### config.mk
export PLATFORM = sky130hd
export DESIGN_NAME = canny_nms_frame_seq
export DESIGN_NICKNAME = d
export VERILOG_FILES = /design/src/rtl/canny_nms_frame_seq.sv
export SDC_FILE = /design/constraint.sdc
export NUM_CORES = 1
export LEC_CHECK = 0
export CAP_MARGIN = 25
export CORE_MARGIN = 1
export CORE_UTILIZATION = 51
export DETAILED_ROUTE_END_ITERATION = 8
export DONT_BUFFER_PORTS = 1
export PLACE_DENSITY = 0.7
export SLEW_MARGIN = 15
export SYNTH_ARGS = -nofsm -noshare
export SYNTH_HDL_FRONTEND = slang
export SYNTH_SLANG_ARGS = --single-unit
### constraint.sdc
create_clock -name clk -period 3.28 [get_ports clk]
set_clock_uncertainty 0.05 [all_clocks]
set_input_delay 0.164 -clock clk [delete_from_list [all_inputs] [get_ports clk]]
set_output_delay 0.164 -clock clk [all_outputs]
set_load 0.03 [all_outputs]
### src/rtl/canny_nms_frame_seq.sv
// Frame sequencer for the Canny NMS stage: raster position tracking, window-valid
// generation and sof/eol/eof tags delayed to line up with the NMS output.
module canny_nms_frame_seq #(
    parameter int IMG_W = 640,
    parameter int IMG_H = 480,
    parameter int LAT   = 2,
    parameter int CW    = 12
) (
    input  logic          clk,
    input  logic          rst_n,
    input  logic          start,
    input  logic          abort,
    input  logic          pix_valid,
    output logic          pix_ready,
    output logic          win_valid,
    output logic [CW-1:0] col,
    output logic [CW-1:0] row,
    input  logic          nms_valid,
    output logic          m_valid,
    output logic          m_sof,
    output logic          m_eol,
    output logic          m_eof,
    output logic          busy,
    output logic          done,
    output logic          err
);
    typedef enum logic [1:0] {IDLE, RUN, DRAIN, DONE} state_t;

    localparam int DW = (LAT > 1) ? $clog2(LAT) : 1;
    localparam logic [CW-1:0] COL_LAST   = CW'(IMG_W - 1);
    localparam logic [CW-1:0] ROW_LAST   = CW'(IMG_H - 1);
    localparam logic [CW-1:0] TWO        = CW'(2);
    localparam logic [DW-1:0] DRAIN_LAST = DW'(LAT - 1);

    state_t        state_q, state_d;
    logic [CW-1:0] row_q, row_d, col_q, col_d;
    logic [DW-1:0] drn_q, drn_d;
    logic          done_q, done_d;
    logic          err_q, err_d;
    // Each stage holds {valid, sof, eol, eof}.
    logic [3:0]    tag_q [LAT];
    logic [3:0]    tag_d [LAT];

    logic accept, sof, eol, eof;

    assign pix_ready = (state_q == RUN);
    assign accept    = pix_valid & pix_ready;
    assign win_valid = accept & (row_q >= TWO) & (col_q >= TWO);
    assign sof       = win_valid & (row_q == TWO) & (col_q == TWO);
    assign eol       = win_valid & (col_q == COL_LAST);
    assign eof       = eol & (row_q == ROW_LAST);

    always_comb begin
        state_d = state_q;
        row_d   = row_q;
        col_d   = col_q;
        drn_d   = drn_q;
        done_d  = 1'b0;
        // Once IDLE, NMS may still flush windows of an aborted frame; ignore them.
        err_d   = err_q | ((state_q != IDLE) & (nms_valid != tag_q[LAT-1][3]));
        tag_d[0] = {win_valid, sof, eol, eof};
        for (int i = 1; i < LAT; i++) begin
            tag_d[i] = tag_q[i-1];
        end
        case (state_q)
            IDLE: begin
                if (start) begin
                    state_d = RUN;
                    row_d   = '0;
                    col_d   = '0;
                end
            end
            RUN: begin
                if (accept) begin
                    if (col_q == COL_LAST) begin
                        col_d = '0;
                        if (row_q == ROW_LAST) begin
                            row_d   = '0;
                            drn_d   = '0;
                            state_d = DRAIN;
                        end else begin
                            row_d = row_q + CW'(1);
                        end
                    end else begin
                        col_d = col_q + CW'(1);
                    end
                end
            end
            DRAIN: begin
                if (drn_q == DRAIN_LAST) begin
                    state_d = DONE;
                    done_d  = 1'b1;
                end else begin
                    drn_d = drn_q + DW'(1);
                end
            end
            DONE: state_d = IDLE;
            default: state_d = IDLE;
        endcase
        if (abort) begin
            state_d = IDLE;
            row_d   = '0;
            col_d   = '0;
            drn_d   = '0;
            done_d  = 1'b0;
            for (int i = 0; i < LAT; i++) begin
                tag_d[i] = '0;
            end
        end
    end

    always_ff @(posedge clk or negedge rst_n) begin
        if (!rst_n) begin
            state_q <= IDLE;
            row_q   <= '0;
            col_q   <= '0;
            drn_q   <= '0;
            done_q  <= 1'b0;
            err_q   <= 1'b0;
            for (int i = 0; i < LAT; i++) begin
                tag_q[i] <= '0;
            end
        end else begin
            state_q <= state_d;
            row_q   <= row_d;
            col_q   <= col_d;
            drn_q   <= drn_d;
            done_q  <= done_d;
            err_q   <= err_d;
            for (int i = 0; i < LAT; i++) begin
                tag_q[i] <= tag_d[i];
            end
        end
    end

    assign row     = row_q;
    assign col     = col_q;
    assign busy    = (state_q != IDLE);
    assign done    = done_q;
    assign err     = err_q;
    assign m_valid = tag_q[LAT-1][3];
    assign m_sof   = tag_q[LAT-1][2];
    assign m_eol   = tag_q[LAT-1][1];
    assign m_eof   = tag_q[LAT-1][0];
endmodule

# Word level (Yosys, flattened, before mapping)
# Index checks and enable logic that the tools add are counted.
# totals
out_inout_bits	33
wordCells	70
regBits	37
in_bits	6
# classes
n_eq_ne	13
reduce_logical	8
addsub	3
n_mux	27
order_cmp	2
n_bitwise	9
# op_table
cell	n
$mux 12	8
$pmux 12 s2	2
$add 12x1->12 const B	2
$eq 12x2->1 const B	2
$ge 12x2->1 const B	2
$eq 12x10->1 const B	1
$eq 12x9->1 const B	1
$mux 2	6
$ne 3x2->1 const B	3
$and 1x1->1	8
$mux 1	8
$mux 8	1
$pmux 2 s4	1
$reduce_and 4->1	2
$ne 3x3->1 const B	2
$reduce_bool 3->1	2
$reduce_and 5->1	1
$eq 2x2->1 const B	2
$reduce_and 3->1	1
$eq 2x1->1 const B	1
$logic_not 2->1	1
$pmux 1 s2	1
$reduce_bool 2->1	1
$add 1x1->1 const B	1
other kinds (2)	2

# Logic depth before layout (Yosys ltp)
# Gate-level depths: netlist of the first run.
# depth
ltp_word	7
mapped_depth	9
mapped_depth_nobuf	7

# Worst setup path before layout of the first run
# Ideal clock, no wire load.
# synth_path
path_kind	register to register
from	reg col_q[8] (netlist: col[8])
to	reg row_q[11] (netlist: row[11])
t_required_ps	3152
synth_period_minus_slack_ps	2729
t_arrival_ps	2601
n_path_buf	1
stages_incl_launch_ff	7
path_slack_ps	551
setup_ps	78
path_cell_list	dfrtp_1 or4_4 or4_4 or2_0 buf_2 or4_1 o21ai_1
# synth_between
elab_chain_len	3
# synth_lines
item	line_no	text
from (decl)	36	logic [CW-1:0] row_q, row_d, col_q, col_d;
from (signal assigned)	126	col_q <= col_d;
$eq 12x10->1	75	if (col_q == COL_LAST) begin
$ne 3x2->1 (no source line)	n/a	
$reduce_and 4->1 (no source line)	n/a	
to (signal assigned)	125	row_q <= row_d;
to (decl)	36	
# No other way between the ends.
# A chain may end at the register's enable or synchronous reset.

# Final worst setup path of the first run
# layout_path
from	reg col_q[10] (netlist: col[10])
to	reg row_q[11] (netlist: row[11])
# Same word-level chain as after synthesis.

==> key figures, run 1 <==
Worst setup path
  • WP data required: 3.44 ns
  • Worst reg-to-reg setup slack: roughly 0.39 ns
  • Reg2reg end: row[11]
  • Reg2Reg Depth: 5
  • Worst Setup Path Type: reg -> reg
  • Critical Path AT: around 3 ns
  • CP max FO: 13
  • CP Capture Type: flop
  • Type of origin of the critical path: flop
  • Reg2reg start: col[10]

Floorplan
  • Initial core utilization: ~54%
  • DIE AREA: about 4200 um^2
  • Core footprint: around 3700 um^2
  • I/O Pins: 39
  • Width of the die: around 65 um
  • Site Rows: 22
  • DIE HEIGHT: 64.8 um

Synthesis
  • Number of flops mapped to enable cells by yosys: 0
  • Flops & latches, synth: 37
  • Post-synth top cells: dfrtp_1 (37), nand2_1 (20), nor2_1 (16)
  • Synth warnings: 0
  • Post-synthesis compound-gate area fraction: between 10% and 20%
  • Post-Synth Adder-Cell Area: under 10%
  • Synth Area in Simple Gates: 26.7%
  • Synth area leaders: dfrtp_1 (46%), ha_1 (5.0%), nand2_1 (3.7%)
  • Sequential share of the synthesized area: between 40 and 50%
  • Async SR Flop Fraction: 100%
  • Mux contribution to synthesized area: 1.06%
  • Mapped Area: 2010 um^2
  • Post-synthesis xor/xnor area fraction: slightly above 3%
  • Mapped Avg Cell Area: roughly 9.3 um^2
  • Area share of the largest cell type after synthesis: roughly 46%
  • Main synth FF type: dfrtp_1
  • Yosys top cell by area: dfrtp_1
  • Most common cell in the synthesized netlist: dfrtp_1
  • Gate Count Post-Synth: roughly 220
  • Largest family of logic cells by synthesized area: simple AND/OR/NAND/NOR gates
  • Net count after synthesis: ~230
  • Distinct cells, synth: between 40 and 50

Placed design
  • Gp weighted congestion: 0.828
  • Final HPWL DP: around 3100 um
  • Port bufs: 0

Final layout
  • N_diodes: 0
  • Multi-input gate area: 1010 um^2
  • Storage element area: slightly above 900 um^2
  • P&R area growth vs syn: 11.4%
  • Fin util: 60.3%
  • Number of fill cells: about 330
  • Layout cells sized above 1: around 10%
  • Nets@finish: 242

STA
  • Hold Worst Slack: approximately 0.086 ns
  • Worst Tran Pin Value: 0.639 ns
  • Max-slew violation count: 0
  • Count of final hold-check violations: 0
  • Fin crit share: 88.0%
  • RSZ-0062 raised after global routing: false
  • Peak Freq: 0.346 GHz
  • Total negative slack: 0 ns
  • Setup Viol. Count Final: 0
  • Worst rel slew slack: approximately 57%
  • Final Critical Period: 2.89 ns

Flow run
  • Max-cap violation count: 0

Clock tree
  • Clock Pin Slew Worst Setup and Hold Paths: 0.07 ns
  • PostCTS Resize Cnt: 0
  • CTS tree: yes
  • Maximum root-to-sink buffer count: 2
  • Num CTS Buffers: 5
  • Clock Sinks: 37
  • H-tree Lvls: 2
  • Worst-Skew Late Latency: between 0.2 and 0.3 ns
  • CTS root buf: clkbuf_8

Pwr
  • Sequential share of power: 41.4%
  • Leakage: 0.970 nW
  • Comb pwr share: between 30% and 40%
  • Worst ir drop on vdd: 0.000397 V
  • NetSw: around 0.00043 W
  • Cell-internal power: about 0.00076 W
  • Power per cell area: ~530 nW/um^2
  • Clk pwr share: approximately a quarter
  • Switching share of power: 36.0%

Drt
  • Post-DRT Antenna Nets: 0
  • Vias per std cell: approximately 6.2
  • 1st-iter DRT viols: about 140
  • Routed wire length: about 4400 um
  • Vias after detailed routing: ~1700
  • First-pass detailed-route iteration total: 4
  • DRC violations left: 0
  • DR WL/cell: about 16 um

Global routing
  • All-Layer GR Usage: between 20% and 30%
  • Global route overflow: 0
  • Initial antenna violation count: 0
  • Vias in the first global route: 1629
  • Pin count of the biggest net entering global routing: 38
  • First-pass GRT wire length: between 7000 and 8000 um

Hold path
  • Hold endpoint: err
  • Hold path cells: 2
  • Worst min path class: in -> reg
  • Hold Startpoint: nms_valid

Outcome
  • Status: finished clean
[cell families after synthesis]
kind of cell    after synthesis
xor+xnor                      7
compound gates               45
simple gates                 98
mux                           2
buf+inv                      20
flops                        37
fa+ha+maj                     8
[worst max-delay path by stage]
| stage | from | endpoint | slack, ns |
|---|---|---|---|
| 3_5_place_dp | col[10] | row[11] | 0.43 |
| 5_1_grt | col[10] | state_q[0] | 0.26 |
| 4_1_cts | col[10] | row[11] | 0.39 |
| 3_3_place_gp | col[10] | row[11] | 0.47 |
| 6_report | col[10] | row[11] | 0.39 |
| 2_1_floorplan | col[8] | row[11] | 0.55 |
[registers in the layout, summed over array words and instances, names as in the netlist]
| signal | flops |
|---|---|
| col | 12 |
| drn_q | 1 |
| row | 12 |
| m_eof | 1 |
| m_sof | 1 |
| done | 1 |
| m_eol | 1 |
| tag_q | 4 |
| m_valid | 1 |
| state_q | 2 |
| err | 1 |
[timing repair]
action                                  CTS  global route
endpoints found under the setup margin    0             0
setup buffers                             0             0
endpoints found under the hold margin    45             0
hold buffers                              3             0
[stage by stage]
step / cells / total power (W) / instance area [um^2] / setup slack [ns]
floorplan: 217 / 0.000771 / 2010 / 0.551
global placement: 266 / 0.000852 / 2110 / 0.469
detailed placement: 266 / 0.000867 / 2110 / 0.425
CTS: 276 / 0.00120 / 2240 / 0.386
global route: 276 / 0.00126 / 2240 / 0.259
finish: 276 / 0.00119 / 2240 / 0.392
[routing by layer]
layer	routed length, um	vias to the layer above	global-route usage, %
li1	-	818	-
met1	2010	836	32.7
met2	2070	58	36.2
met3	287	4	5.99
met4	36	0	8.33
met5	0	-	0
[power groups by stage]
stage | Sequential (W) | Clock [W] | Combinational (W)
2_1_floorplan | 0.000513 | 0 | 0.000258
3_3_place_gp | 0.000497 | 0 | 0.000355
3_5_place_dp | 0.000499 | 0 | 0.000367
4_1_cts | 0.000491 | 0.000323 | 0.000385
5_1_grt | 0.000493 | 0.000343 | 0.000426
6_report | 0.000491 | 0.000312 | 0.000384
[layout make-up]
cell class                      count  area share, %
Tap cell                           48           2.68
Sequential cell                    37           41.3
Inverter                           11           1.84
Timing Repair Buffer               13           5.14
Clock buffer                        7           3.85
Multi-Input combinational cell    160           45.2
[critical path, cell delays in order, from the launching register on]
cell and delay (ns):
dfrtp_1 0.52, or4_4 0.55, or4_4 0.66, or2_0 0.37
or4_1 0.53, o21ai_1 0.13
[cell usage in the layout, fill, tap and decap left out, drive strengths merged, types with 2 or more instances in the layout]
cell         instances
and4                 2
nor3                 6
or2                  2
ha                   8
nand3                8
buf                 11
a21oi               10
nor3b                3
nor4                 7
a31oi                2
nor2                16
nor2b                5
o21ai               15
nand2b               3
nand4                7
nand2               20
or4                  7
o21a                 2
or3                  4
nor4b                2
clkbuf               7
o41ai                4
o221ai               2
o31ai                3
inv                 11
dlygate4sd3          2
xnor2                6
a21o                 3
dfrtp               37
and3                 4
Power figures use the tool's default switching activity.
==> run 2: changes to the inputs <==
==> constraint.sdc (replaced) <==
create_clock -name clk -period 3.28 [get_ports clk]
set_clock_uncertainty 0.05 [all_clocks]
set_input_delay 0.328 -clock clk [delete_from_list [all_inputs] [get_ports clk]]
set_output_delay 0.328 -clock clk [all_outputs]
set_load 0.03 [all_outputs]
==> key figures, run 2 (same netlist as run 1, synthesis figures left out) <==
Outcome
  • Status: finished clean

Placed design
  • Gp weighted congestion: approximately 0.83
  • Port bufs: 0
  • Final HPWL DP: 3170 um
  • Dpl cell area: around 2100 um^2

Drt
  • Routed wire length: around 4500 um
  • DRC violations left: 0
  • Vias per std cell: around 6.3
  • Post-DRT Antenna Nets: 0
  • First-pass detailed-route iteration total: 4
  • Vias after detailed routing: 1721
  • DR WL/cell: between 15 and 20 um
  • 1st-iter DRT viols: 101

Worst setup path
  • Type of origin of the critical path: flop
  • WP data required: roughly 3.4 ns
  • Critical path's largest stage delay: around 0.66 ns
  • CP Capture Type: flop
  • Cell mode on critical path: or4_4
  • Worst Setup Path Type: reg -> reg
  • CP max FO: 13
  • Worst reg-to-reg setup slack: 0.37 ns
  • Critical Path AT: ~3 ns
  • Worst path cell trace: or4_4 -> or4_4 -> or2_0 -> or4_1 -> o21ai_1
  • Slowest-stage cell, CP: or4_4

Floorplan
  • Initial core utilization: 54.1%
  • DIE AREA: ~4200 um^2
  • I/O Pins: 39
  • Width of the die: between 60 and 70 um
  • Site Rows: 22
  • DIE HEIGHT: around 65 um
  • Core footprint: roughly 3700 um^2

Final layout
  • Nets@finish: approximately 240
  • Final Cell Area: between 2000 and 2500 um^2
  • Layout cells sized above 1: about a tenth
  • P&R area growth vs syn: 11.0%
  • Storage element area: 926 um^2
  • Number of fill cells: about 330
  • Multi-input gate area: 1010 um^2
  • Commonest non-fill, non-tap cell in the layout: dfrtp_1
  • Most frequent cells in the layout: dfrtp_1 (37), nand2_1 (20), nor2_1 (16), o21ai_0 (14), inv_1 (11)
  • N_diodes: 0

STA
  • Peak Freq: approximately 0.34 GHz
  • Hold Worst Slack: 0.0439 ns
  • Total negative slack: 0 ns
  • Worst rel slew slack: about 56%
  • Setup Viol. Count Final: 0
  • RSZ-0062 raised after global routing: false
  • Final Critical Period: between 2 and 3 ns
  • Max-slew violation count: 0
  • Worst Tran Pin Value: ~0.65 ns
  • Fin crit share: between 80% and 90%
  • Count of final hold-check violations: 0

Global routing
  • First-pass GRT wire length: 7480 um
  • Global route overflow: 0
  • All-Layer GR Usage: a little under a quarter
  • Vias in the first global route: ~1600
  • Initial antenna violation count: 0
  • Pin count of the biggest net entering global routing: 38

Clock tree
  • H-tree Lvls: 2
  • Num CTS Buffers: 5
  • CTS tree: yes
  • Clock Pin Slew Worst Setup and Hold Paths: 0.07 ns
  • CTS root buf: clkbuf_8
  • Clock Sinks: 37
  • Maximum root-to-sink buffer count: 2
  • Worst-Skew Late Latency: 0.29 ns

Flow run
  • Max-cap violation count: 0

Hold path
  • Worst min path class: in -> reg

Pwr
  • Worst ir drop on vdd: around 0.00019 V
  • Power per cell area: 538 nW/um^2
  • Leakage: slightly below 1 nW
run 2: report_power, final:
part           total, W  switching (W)  internal, W  leakage (nW)
combinational  0.000387       0.000270     0.000118         0.412
sequential     0.000491      0.0000154     0.000476         0.510
clock          0.000322       0.000156     0.000167        0.0443
run 2: routing by layer:
metal | global-route usage, % | vias to the layer above | wire length (um)
met5 | 0 | - | 0
met4 | 8.06 | 0 | 68
met2 | 37.4 | 79 | 2100
li1 | - | 814 | -
met1 | 30.3 | 819 | 1990
met3 | 7.75 | 9 | 355
run 2: critical path: cells and delay by family, from the launching register on:
family / cells / cell delay (ns)
flops: 1 / 0.52
compound gates: 1 / 0.13
simple gates: 4 / 2.14
run 2: path summary, 6_finish.rpt:
kind	startpoint	to	cells past startpoint
min reg2reg	tag_q[5]	m_eol	1
max in group asynchronous	rst_n	state_q[1]	2
max reg2reg	col[10]	row[11]	5
max	col[10]	row[11]	5
min in group asynchronous	rst_n	state_q[0]	2
min	abort	m_valid	1
run 2: area by class of cell:
cell class	instances	area share, %
flip-flops and latches	37	41.5
repair buffers	12	4.71
well taps	48	2.69
clock buffers	7	3.87
multi-input cells	160	45.4
inverters	11	1.85
run 2: stage by stage:
step / setup WS, ns / cells / util (%) / total power [W]
4_1_cts: 0.396 / 275 / 60.0 / 0.00121
5_1_grt: 0.301 / 275 / 60.0 / 0.00127
3_3_place_gp: 0.473 / 266 / 56.9 / 0.000852
6_report: 0.365 / 275 / 60.0 / 0.00120
2_1_floorplan: 0.551 / 217 / - / 0.000771
3_5_place_dp: 0.437 / 266 / 56.9 / 0.000873
run 2: repair_timing:
action | 4_1_cts | 5_1_grt
endpoints found under the hold margin | 37 | 0
setup buffers | 0 | 0
gates resized for setup | 0 | 0
hold buffers | 2 | 0
==> run 3: changes to the inputs <==
- CORE_UTILIZATION: 51 -> 41
- PLACE_DENSITY: 0.7 -> 0.59
- clock period: 3.28 -> 2.7 ns (I/O delays scaled with it)
==> key figures, run 3 (same netlist as run 1, synthesis figures left out) <==
Global routing
  • Initial antenna violation count: 0
  • All-Layer GR Usage: slightly above 20%
  • Vias in the first global route: between 1500 and 2000
  • Pin count of the biggest net entering global routing: 38
  • First-pass GRT wire length: ~8100 um
  • Global route overflow: 0

STA
  • Setup Viol. Count Final: 0
  • RSZ-0062 raised after global routing: false
  • Worst rel slew slack: 57.5%
  • Worst Tran Pin Value: 0.631 ns
  • Total negative slack: 0 ns
  • Peak Freq: approximately 0.38 GHz
  • Max-slew violation count: 0
  • Count of final hold-check violations: 0
  • Final Critical Period: 2.63 ns
  • Fin crit share: 97.3%

Worst setup path
  • Top delay family on crit path: simple AND/OR/NAND/NOR gates
  • Slowest-stage cell, CP: or4_4
  • CP Capture Type: output pin
  • Buf/Inv on CP: 0
  • Worst path cell trace: or4_4 -> or4_1 -> or3_1 -> and2_4
  • Critical Path AT: around 2.3 ns
  • CP max FO: 3
  • Critical path's largest stage delay: around 0.54 ns
  • WP data required: around 2.4 ns
  • Type of origin of the critical path: flop
  • Worst Setup Path Type: reg -> out

Floorplan
  • DIE AREA: 5190 um^2
  • Initial core utilization: 42.6%
  • I/O Pins: 39
  • Core footprint: 4720 um^2
  • DIE HEIGHT: just over 70 um
  • Site Rows: 25
  • Width of the die: approximately 72 um

Drt
  • DR WL/cell: approximately 16 um
  • Routed wire length: approximately 4900 um
  • Vias after detailed routing: ~1700
  • Vias per std cell: between 5 and 6
  • 1st-iter DRT viols: a little over 90
  • First-pass detailed-route iteration total: 4
  • Post-DRT Antenna Nets: 0
  • DRC violations left: 0

Pwr
  • Leakage: around 1.1 nW
  • Power per cell area: between 600 and 700 nW/um^2
  • Worst ir drop on vdd: 0.000292 V

Final layout
  • Number of fill cells: about 450
  • Post-Layout Cell Count: around 310
  • N_diodes: 0
  • Most frequent cells in the layout: dfrtp_1 (35), buf_4 (28), nand2_1 (20), nor2_1 (16), o21ai_0 (14)
  • Layout cells sized above 1: between 10% and 20%
  • Commonest non-fill, non-tap cell in the layout: dfrtp_1
  • Nets@finish: 260
  • P&R area growth vs syn: 19.2%
  • Final Cell Area: about 2400 um^2

Placed design
  • Port bufs: 0
  • Final HPWL DP: 3510 um
  • Gp weighted congestion: roughly 0.88
  • Dpl cell area: 2280 um^2
  • Placed cell count: between 300 and 400

Clock tree
  • H-tree Lvls: 2
  • CTS tree: yes
  • Clock Pin Slew Worst Setup and Hold Paths: roughly 0.07 ns
  • Clock Sinks: 37
  • Postcts setup bufs: 0
  • Num CTS Buffers: 5
  • CTS root buf: clkbuf_8
  • Maximum root-to-sink buffer count: 2
  • Worst-Skew Late Latency: 0.28 ns

Hold path
  • Worst min path class: in -> reg

Outcome
  • Status: finished clean

Flow run
  • Max-cap violation count: 0
## run 3: cell count changes in the layout (fill, tap and decap cells not counted), sizes merged
cell         delta
dlygate4sd3     +1
clkbuf          -1
buf            +18
clkinv          +1
## run 3: what timing repair did
| action | CTS | global route |
|---|---|---|
| gates resized for setup | 2 | 0 |
| hold buffers | 3 | 0 |
| hold endpoints to repair | 45 | 0 |
| endpoints found under the setup margin | 1 | 0 |
## run 3: report_power, final
part           leakage, nW  internal, W  switching, W  total [W]
sequential           0.506     0.000578     0.0000173   0.000595
combinational        0.508     0.000181      0.000340   0.000521
clock               0.0410     0.000175      0.000185   0.000360
## run 3: worst paths after layout
kind                                 from   endpoint  slack, ns  cells past startpoint
worst min-delay path            nms_valid        err       0.18                      2
worst max register to register     col[8]    row[11]       0.17                      5
worst max-delay path               col[8]  win_valid       0.07                      4
max in group asynchronous           rst_n     col[7]       1.98                      2
min in group asynchronous           rst_n      drn_q       0.42                      2
worst min register to register   tag_q[6]      m_sof       0.41                      1
## run 3: layout make-up
class	instances	area [um^2]	share of cell area, %
clock buffer	6	72.6	3.03
clock inverter	1	5.00	0.209
inverter	11	41.3	1.72
sequential	37	928	38.7
tap	67	83.8	3.50
multi-input combinational	160	1010	42.3
timing repair buffer	31	250	10.4
## run 3: stage by stage
step	power [W]	hold WS [ns]	util, %	setup slack (ns)
2_1_floorplan	0.000936	-0.0756	-	0.0219
3_3_place_gp	0.00110	-0.0747	48.2	0.228
3_5_place_dp	0.00111	-0.0747	48.2	0.203
4_1_cts	0.00149	0.182	50.7	0.0562
5_1_grt	0.00156	0.176	50.7	0.00590
6_report	0.00148	0.182	50.7	0.0735
## run 3: per-layer routing
| layer | global-route usage, % | up-vias | part of all wire [%] |
|---|---|---|---|
| li1 | - | 846 | - |
| met1 | 28.6 | 846 | 48 |
| met2 | 31.0 | 49 | 46 |
| met3 | 5.00 | 4 | 5.3 |
| met4 | 5.45 | 0 | 0.79 |
| met5 | 0 | - | 0 |
